[src/rtl/program_counter_stack_pkg.sv]
// Shared definitions for the program counter / return stack slice.
// Holds the operation encoding and the priority decode used by the
// top-level controller.
package program_counter_stack_pkg;

  typedef enum logic [2:0] {
    OP_NONE = 3'd0,
    OP_INC  = 3'd1,
    OP_LOAD = 3'd2,
    OP_CALL = 3'd3,
    OP_RET  = 3'd4
  } pc_op_e;

  // A return outranks a call, a call outranks a load, and a load outranks
  // an increment. Only one operation is carried out per active cycle.
  function automatic pc_op_e decode_op(input logic ret, input logic call,
                                       input logic load, input logic inc);
    if (ret)       return OP_RET;
    else if (call) return OP_CALL;
    else if (load) return OP_LOAD;
    else if (inc)  return OP_INC;
    else           return OP_NONE;
  endfunction

endpackage

[src/rtl/program_counter_stack_return_stack.sv]
// return_stack: LIFO storage for return addresses.
// Ports:
//   mclk, i_reset      clock and synchronous active-high reset
//   push, pop          one-cycle requests, qualified internally by full/empty
//   push_data          value written on push
//   top                current top entry, 0 when empty
//   depth              number of occupied entries
//   full, empty        occupancy status
// Reset clears only the occupancy count; the storage itself keeps stale data,
// which is never visible because top is forced to 0 when empty.
module return_stack #(
  parameter int WIDTH = 4,
  parameter int DEPTH = 4
) (
  input  logic                       mclk,
  input  logic                       i_reset,
  input  logic                       push,
  input  logic                       pop,
  input  logic [WIDTH-1:0]           push_data,
  output logic [WIDTH-1:0]           top,
  output logic [$clog2(DEPTH+1)-1:0] depth,
  output logic                       full,
  output logic                       empty
);

  localparam int DW = $clog2(DEPTH + 1);
  localparam int AW = (DEPTH > 1) ? $clog2(DEPTH) : 1;

  logic [WIDTH-1:0] mem [DEPTH];
  logic [DW-1:0]    count;
  logic [AW-1:0]    wr_idx;
  logic [AW-1:0]    rd_idx;

  assign full   = (count == DW'(DEPTH));
  assign empty  = (count == '0);
  assign wr_idx = AW'(count);
  assign rd_idx = AW'(count - DW'(1));
  assign top    = empty ? '0 : mem[rd_idx];
  assign depth  = count;

  always_ff @(posedge mclk) begin
    if (i_reset) begin
      count <= '0;
    end else if (push && !full) begin
      mem[wr_idx] <= push_data;
      count       <= count + DW'(1);
    end else if (pop && !empty) begin
      count <= count - DW'(1);
    end
  end

endmodule

[src/rtl/program_counter_stack.sv]
// program_counter_stack: program counter with call/return support.
// Ports:
//   mclk, i_reset      clock and synchronous active-high reset (reset wins
//                      over mclk_en, i_halt and all requests)
//   mclk_en, i_halt    an operation happens only when mclk_en=1 and i_halt=0
//   i_counter_enable   increment request
//   i_load_enable      jump to i_load_data
//   i_call             push counter+1, jump to i_load_data
//   i_return           pop top of stack into the counter
//   i_load_data        jump/call target
//   o_data             counter value
//   o_stack_top        top return address (0 when empty)
//   o_stack_depth      occupied stack entries
//   o_overflow         sticky: call issued while the stack was full
//   o_underflow        sticky: return issued while the stack was empty
module program_counter_stack
  import program_counter_stack_pkg::*;
#(
  parameter int               WIDTH        = 4,
  parameter int               DEPTH        = 4,
  parameter logic [WIDTH-1:0] RESET_VECTOR = '0
) (
  input  logic                       mclk,
  input  logic                       i_reset,
  input  logic                       mclk_en,
  input  logic                       i_counter_enable,
  input  logic                       i_halt,
  input  logic                       i_load_enable,
  input  logic                       i_call,
  input  logic                       i_return,
  input  logic [WIDTH-1:0]           i_load_data,
  output logic [WIDTH-1:0]           o_data,
  output logic [WIDTH-1:0]           o_stack_top,
  output logic [$clog2(DEPTH+1)-1:0] o_stack_depth,
  output logic                       o_overflow,
  output logic                       o_underflow
);

  logic [WIDTH-1:0] counter;
  logic [WIDTH-1:0] counter_inc;
  logic [WIDTH-1:0] stack_top;
  logic             stack_full;
  logic             stack_empty;
  logic             active;
  pc_op_e           op;
  logic             do_push;
  logic             do_pop;

  assign active      = mclk_en && !i_halt;
  assign op          = decode_op(i_return, i_call, i_load_enable, i_counter_enable);
  assign counter_inc = counter + WIDTH'(1);
  assign do_push     = active && (op == OP_CALL) && !stack_full;
  assign do_pop      = active && (op == OP_RET) && !stack_empty;

  return_stack #(
    .WIDTH(WIDTH),
    .DEPTH(DEPTH)
  ) u_return_stack (
    .mclk      (mclk),
    .i_reset   (i_reset),
    .push      (do_push),
    .pop       (do_pop),
    .push_data (counter_inc),
    .top       (stack_top),
    .depth     (o_stack_depth),
    .full      (stack_full),
    .empty     (stack_empty)
  );

  always_ff @(posedge mclk) begin
    if (i_reset) begin
      counter     <= RESET_VECTOR;
      o_overflow  <= 1'b0;
      o_underflow <= 1'b0;
    end else if (active) begin
      unique case (op)
        OP_RET: begin
          if (stack_empty) o_underflow <= 1'b1;
          else             counter     <= stack_top;
        end
        OP_CALL: begin
          // The jump happens even when the push is refused on a full stack.
          if (stack_full) o_overflow <= 1'b1;
          counter <= i_load_data;
        end
        OP_LOAD: counter <= i_load_data;
        OP_INC:  counter <= counter_inc;
        default: ;
      endcase
    end
  end

  assign o_data      = counter;
  assign o_stack_top = stack_top;

endmodule

[config.mk]
export PLATFORM = sky130hd
export DESIGN_NAME = program_counter_stack
export DESIGN_NICKNAME = d
export VERILOG_FILES = /design/src/rtl/program_counter_stack_pkg.sv /design/src/rtl/program_counter_stack_return_stack.sv /design/src/rtl/program_counter_stack.sv
export SDC_FILE = /design/constraint.sdc
export NUM_CORES = 1
export LEC_CHECK = 0
export BUFFER_PORTS_ARGS = -buffer_cell sky130_fd_sc_hd__buf_4
export CAP_MARGIN = 0
export CORE_UTILIZATION = 55
export DETAILED_ROUTE_END_ITERATION = 8
export PLACE_DENSITY = 0.8
export SYNTH_ARGS = -nofsm -noshare
export SYNTH_HDL_FRONTEND = slang
export SYNTH_SLANG_ARGS = --single-unit
[constraint.sdc]
create_clock -name mclk -period 3 [get_ports mclk]
set_input_delay 0 -clock mclk [delete_from_list [all_inputs] [get_ports mclk]]
set_output_delay 0 -clock mclk [all_outputs]
set_load 0.01 [all_outputs]
==> flow_summary_export.csv <==
group,metric,value,unit
yosys,synth_xor_area_share,2.05,%
hold_path,hold_start,"i_return",
global_routing,grt_pass1_wl,4600,µm
floorplanning,dieArea,2530,µm²
global_routing,use_met3,3.33,%
sta,min_period,2.22,ns
yosys,synth_fa_ha_area_share,5.85,%
power,p_switching,0.164,mW
worst_setup_path,worstSetupStartpointType,"flip-flop",
worst_setup_path,rr_endpoint,"o_data[1]$_SDFFE_PP0P_",
cts,root_buffer,"clkbuf_4",
drt,ant_nets,0,
floorplanning,initial_core_util,58.0,%
yosys,ys_seq_area_share,51.5,%
final_layout,layout_commonest_cell,"buf_4",
final_layout,final_cell_mix,"buf_4 (24), edfxtp_1 (16), and2_1 (9), dfxtp_1 (9), nand2_1 (8)",
yosys,synthMuxAreaShare,8.67,%
sta,setup_violations,0,
cts,clk_latency,0.32,ns
power,p_int,0.471,mW
sta,fin_crit_sh,73.9,%
sta,fmax,451,MHz
cts,cts_resized,0,
run_status,status,"complete, no violations",
global_routing,gr-total-overflow,0,
sta,hold_viol,0,
yosys,synth-compound-area-share,12.7,%
floorplanning,row_count,17,
cts,clock-sinks,25,
final_layout,num_antenna_cells,0,
global_routing,top_usage_layer,"met2",
sta,post-route-worst-setup-slack,0.784,ns
yosys,yosys_warnings,0,
cts,post_cts_buffers,0,
worst_setup_path,worst-path-max-fanout,8,
hold_path,whs_endpoint,"o_underflow$_SDFFE_PP0P_",
power,leakagePower,0.569,nW
yosys,syn-num-nets,128,
hold_path,hp-class,"input port to flip-flop",
sta,finClkSkew,0.00400,ns
placement,dp_hpwl,2260,µm
global_routing,grt_pass1_vias,940,
yosys,yosys.area_share.simple,16.5,%
yosys,syn_area_per_cell,11.7,µm²
final_layout,area_growth,18.3,%
drt,drc,0,
floorplanning,die_w,50.3,µm
placement,gp_congestion,0.854,
cts,cts_buffers,3,
drt,wl_per_cell,17.8,µm
worst_setup_path,worstPathArrival,2.22,ns
hold_path,hold_depth,3,
drt,via_count,1009,
final_layout,nFillCells,172,
final_layout,utilization,68.7,%
sta,tightest_slew,0.621,ns
power,combPwrFrac,15.7,%
worst_setup_path,critPathMaxStageDelay,0.59,ns
yosys,synthDistinctLibCells,35,
drt,first_pass_iters,4,
cts,cts_buffer_depth,2,
global_routing,gr-usage-met2,42.0,%
yosys,synth-seq-cells,25,
yosys,syn_inst,110,
drt,routed_wl,2900,µm
sta,drv_slew,0,
global_routing,grt_max_degree,15,
floorplanning,coreArea,2210,µm²
cts,cts_tree,"built",
worst_setup_path,r2r_cells,6,
worst_setup_path,end_kind,"output port",
placement,pre_cts_ws,0.941,ns
worst_setup_path,path_cells,"inv_1 > ha_1 > mux4_2 > and2_1 > buf_4",
placement,port_buffers,24,
sta,relSlewSlack,58.5,%
worst_setup_path,crit_slowest_cell,"dfxtp_1",
final_layout,drive_gt1_share,27.4,%
global_routing,antenna_found_initial,0,
sta,setup_tns,0,ns
cts,cts.clk_slew.worst_paths,0.14,ns
worst_setup_path,crit_type,"flip-flop to output port",
drt,via_per_inst,6.19,
cts,htreeDepth,1,
worst_setup_path,r2r-start,"u_return_stack.depth[0]$_SDFFE_PP0P_",
yosys,synth_top_family_by_area,"simple AND/OR/NAND/NOR gates",
yosys,synth_area,1280,µm²
global_routing,gr-usage-all-layers,25.5,%
sta,grt_setup_unrepaired,"no",
drt,drtIter0Drc,31,
power,p_seq_share,60.3,%
power,p_sw_share,25.9,%
power,power_density,418,nW/µm²
worst_setup_path,required,3.00,ns
worst_setup_path,rrSetupSlack,0.90,ns
floorplanning,die_h,50.3,µm
final_layout,nets,154,
global_routing,met1_usage,32.7,%
power,clockPowerShare,23.9,%
flow_run,max_cap_viol_count,0,
floorplanning,ios,25,
power,ir_drop,0.000316,V
Yosys cell counts:
cell	number	area [µm²]
a31oi_1	2	12.5
nand3_1	5	25.0
nor3_1	1	5.00
and4bb_2	1	12.5
o31ai_1	1	7.51
mux4_2	4	90.1
nand4_1	1	6.26
o32a_1	1	10.0
dfxtp_1	9	180
edfxtp_1	16	480
mux2_2	1	11.3
o211a_1	1	10.0
nor2b_1	3	18.8
xnor2_1	2	17.5
buf_2	1	5.00
xor2_1	1	8.76
clkbuf_2	1	5.00
and3_1	1	6.26
ha_1	6	75.1
a21o_1	2	15.0
mux2i_1	1	10.0
a32oi_1	1	8.76
a211oi_2	1	12.5
a21oi_1	6	30.0
nand2b_1	2	12.5
or2_2	1	6.26
o211ai_1	2	15.0
a311oi_1	3	26.3
and2_1	9	56.3
inv_1	5	18.8
nor2_1	5	18.8
or4b_4	1	13.8
o21ai_0	3	15.0
clkbuf_1	2	7.51
nand2_1	8	30.0
worst max-delay path, delay by kind of cell, from the launching register on:
family / cells / cell delay (ns)
fa+ha+maj: 1 / 0.45
simple gates: 1 / 0.17
flops: 1 / 0.59
buf+inv: 2 / 0.32
mux: 1 / 0.35
layer usage:
metal,part of all wire (%),vias to the layer above,wire length (µm)
met3,8.1,11,235
met2,48,62,1390
li1,-,462,-
met1,41,474,1180
met5,0,-,0
met4,3.3,0,96
flip-flops by register name, indices dropped and copies added, names as in the netlist:
register,count
u_return_stack.depth,3
o_underflow,1
u_return_stack.mem,16
o_overflow,1
o_data,4
power groups by stage:
stage	logic [mW]	clock network, mW	registers [mW]
after CTS	0.0985	0.154	0.383
final	0.0998	0.152	0.383
after floorplan	0.0556	0	0.390
after global routing	0.107	0.171	0.384
after global placement	0.0926	0	0.390
after detailed placement	0.0968	0	0.391
worst max path at each step:
stage	slack [ns]	cells past startpoint	endpoint	startpoint
floorplan	1.15	7	o_data[0]$_SDFFE_PP0P_	u_return_stack.depth[0]$_SDFFE_PP0P_
global placement	1.04	6	o_data[3]$_SDFFE_PP0P_	u_return_stack.depth[0]$_SDFFE_PP0P_
detailed placement	0.94	6	o_data[1]$_SDFFE_PP0P_	u_return_stack.depth[0]$_SDFFE_PP0P_
CTS	0.77	5	o_stack_top[3]	u_return_stack.depth[0]$_SDFFE_PP0P_
global route	0.61	5	o_stack_top[1]	u_return_stack.depth[0]$_SDFFE_PP0P_
finish	0.78	5	o_stack_top[3]	u_return_stack.depth[0]$_SDFFE_PP0P_
cell type report:
cell class	count	area [µm²]	area share (%)
flip-flops and latches	25	661	43.5
multi-input cells	76	587	38.6
repair buffers	25	190	12.5
well taps	28	35.0	2.31
clock buffers	3	22.5	1.48
inverters	5	18.8	1.24
clock inverters	1	5.00	0.329
per-stage QoR:
step	power (mW)	area, µm²	hold slack (ns)	std cells
after CTS	0.635	1520	0.0319	163
after floorplan	0.445	1280	0.230	110
after global placement	0.482	1480	0.254	158
final	0.635	1520	0.0318	163
after detailed placement	0.487	1480	0.250	158
after global routing	0.662	1520	0.0446	163
repair_timing:
action	4_1_cts	5_1_grt
setup endpoints to repair	0	0
endpoints found under the hold margin	9	0
hold buffers	1	0
logic make-up (layout without fill, tap and decap cells):
group	Yosys count	after routing
XOR/XNOR	3	3
AND/OR/NAND/NOR	38	38
flip-flops	25	25
adder cells (fa/ha/maj)	6	6
multiplexers	6	6
buffers and inverters	9	34
AO/OA/AOI/OAI	23	23
Note: power is estimated with default switching activity, not from simulation.
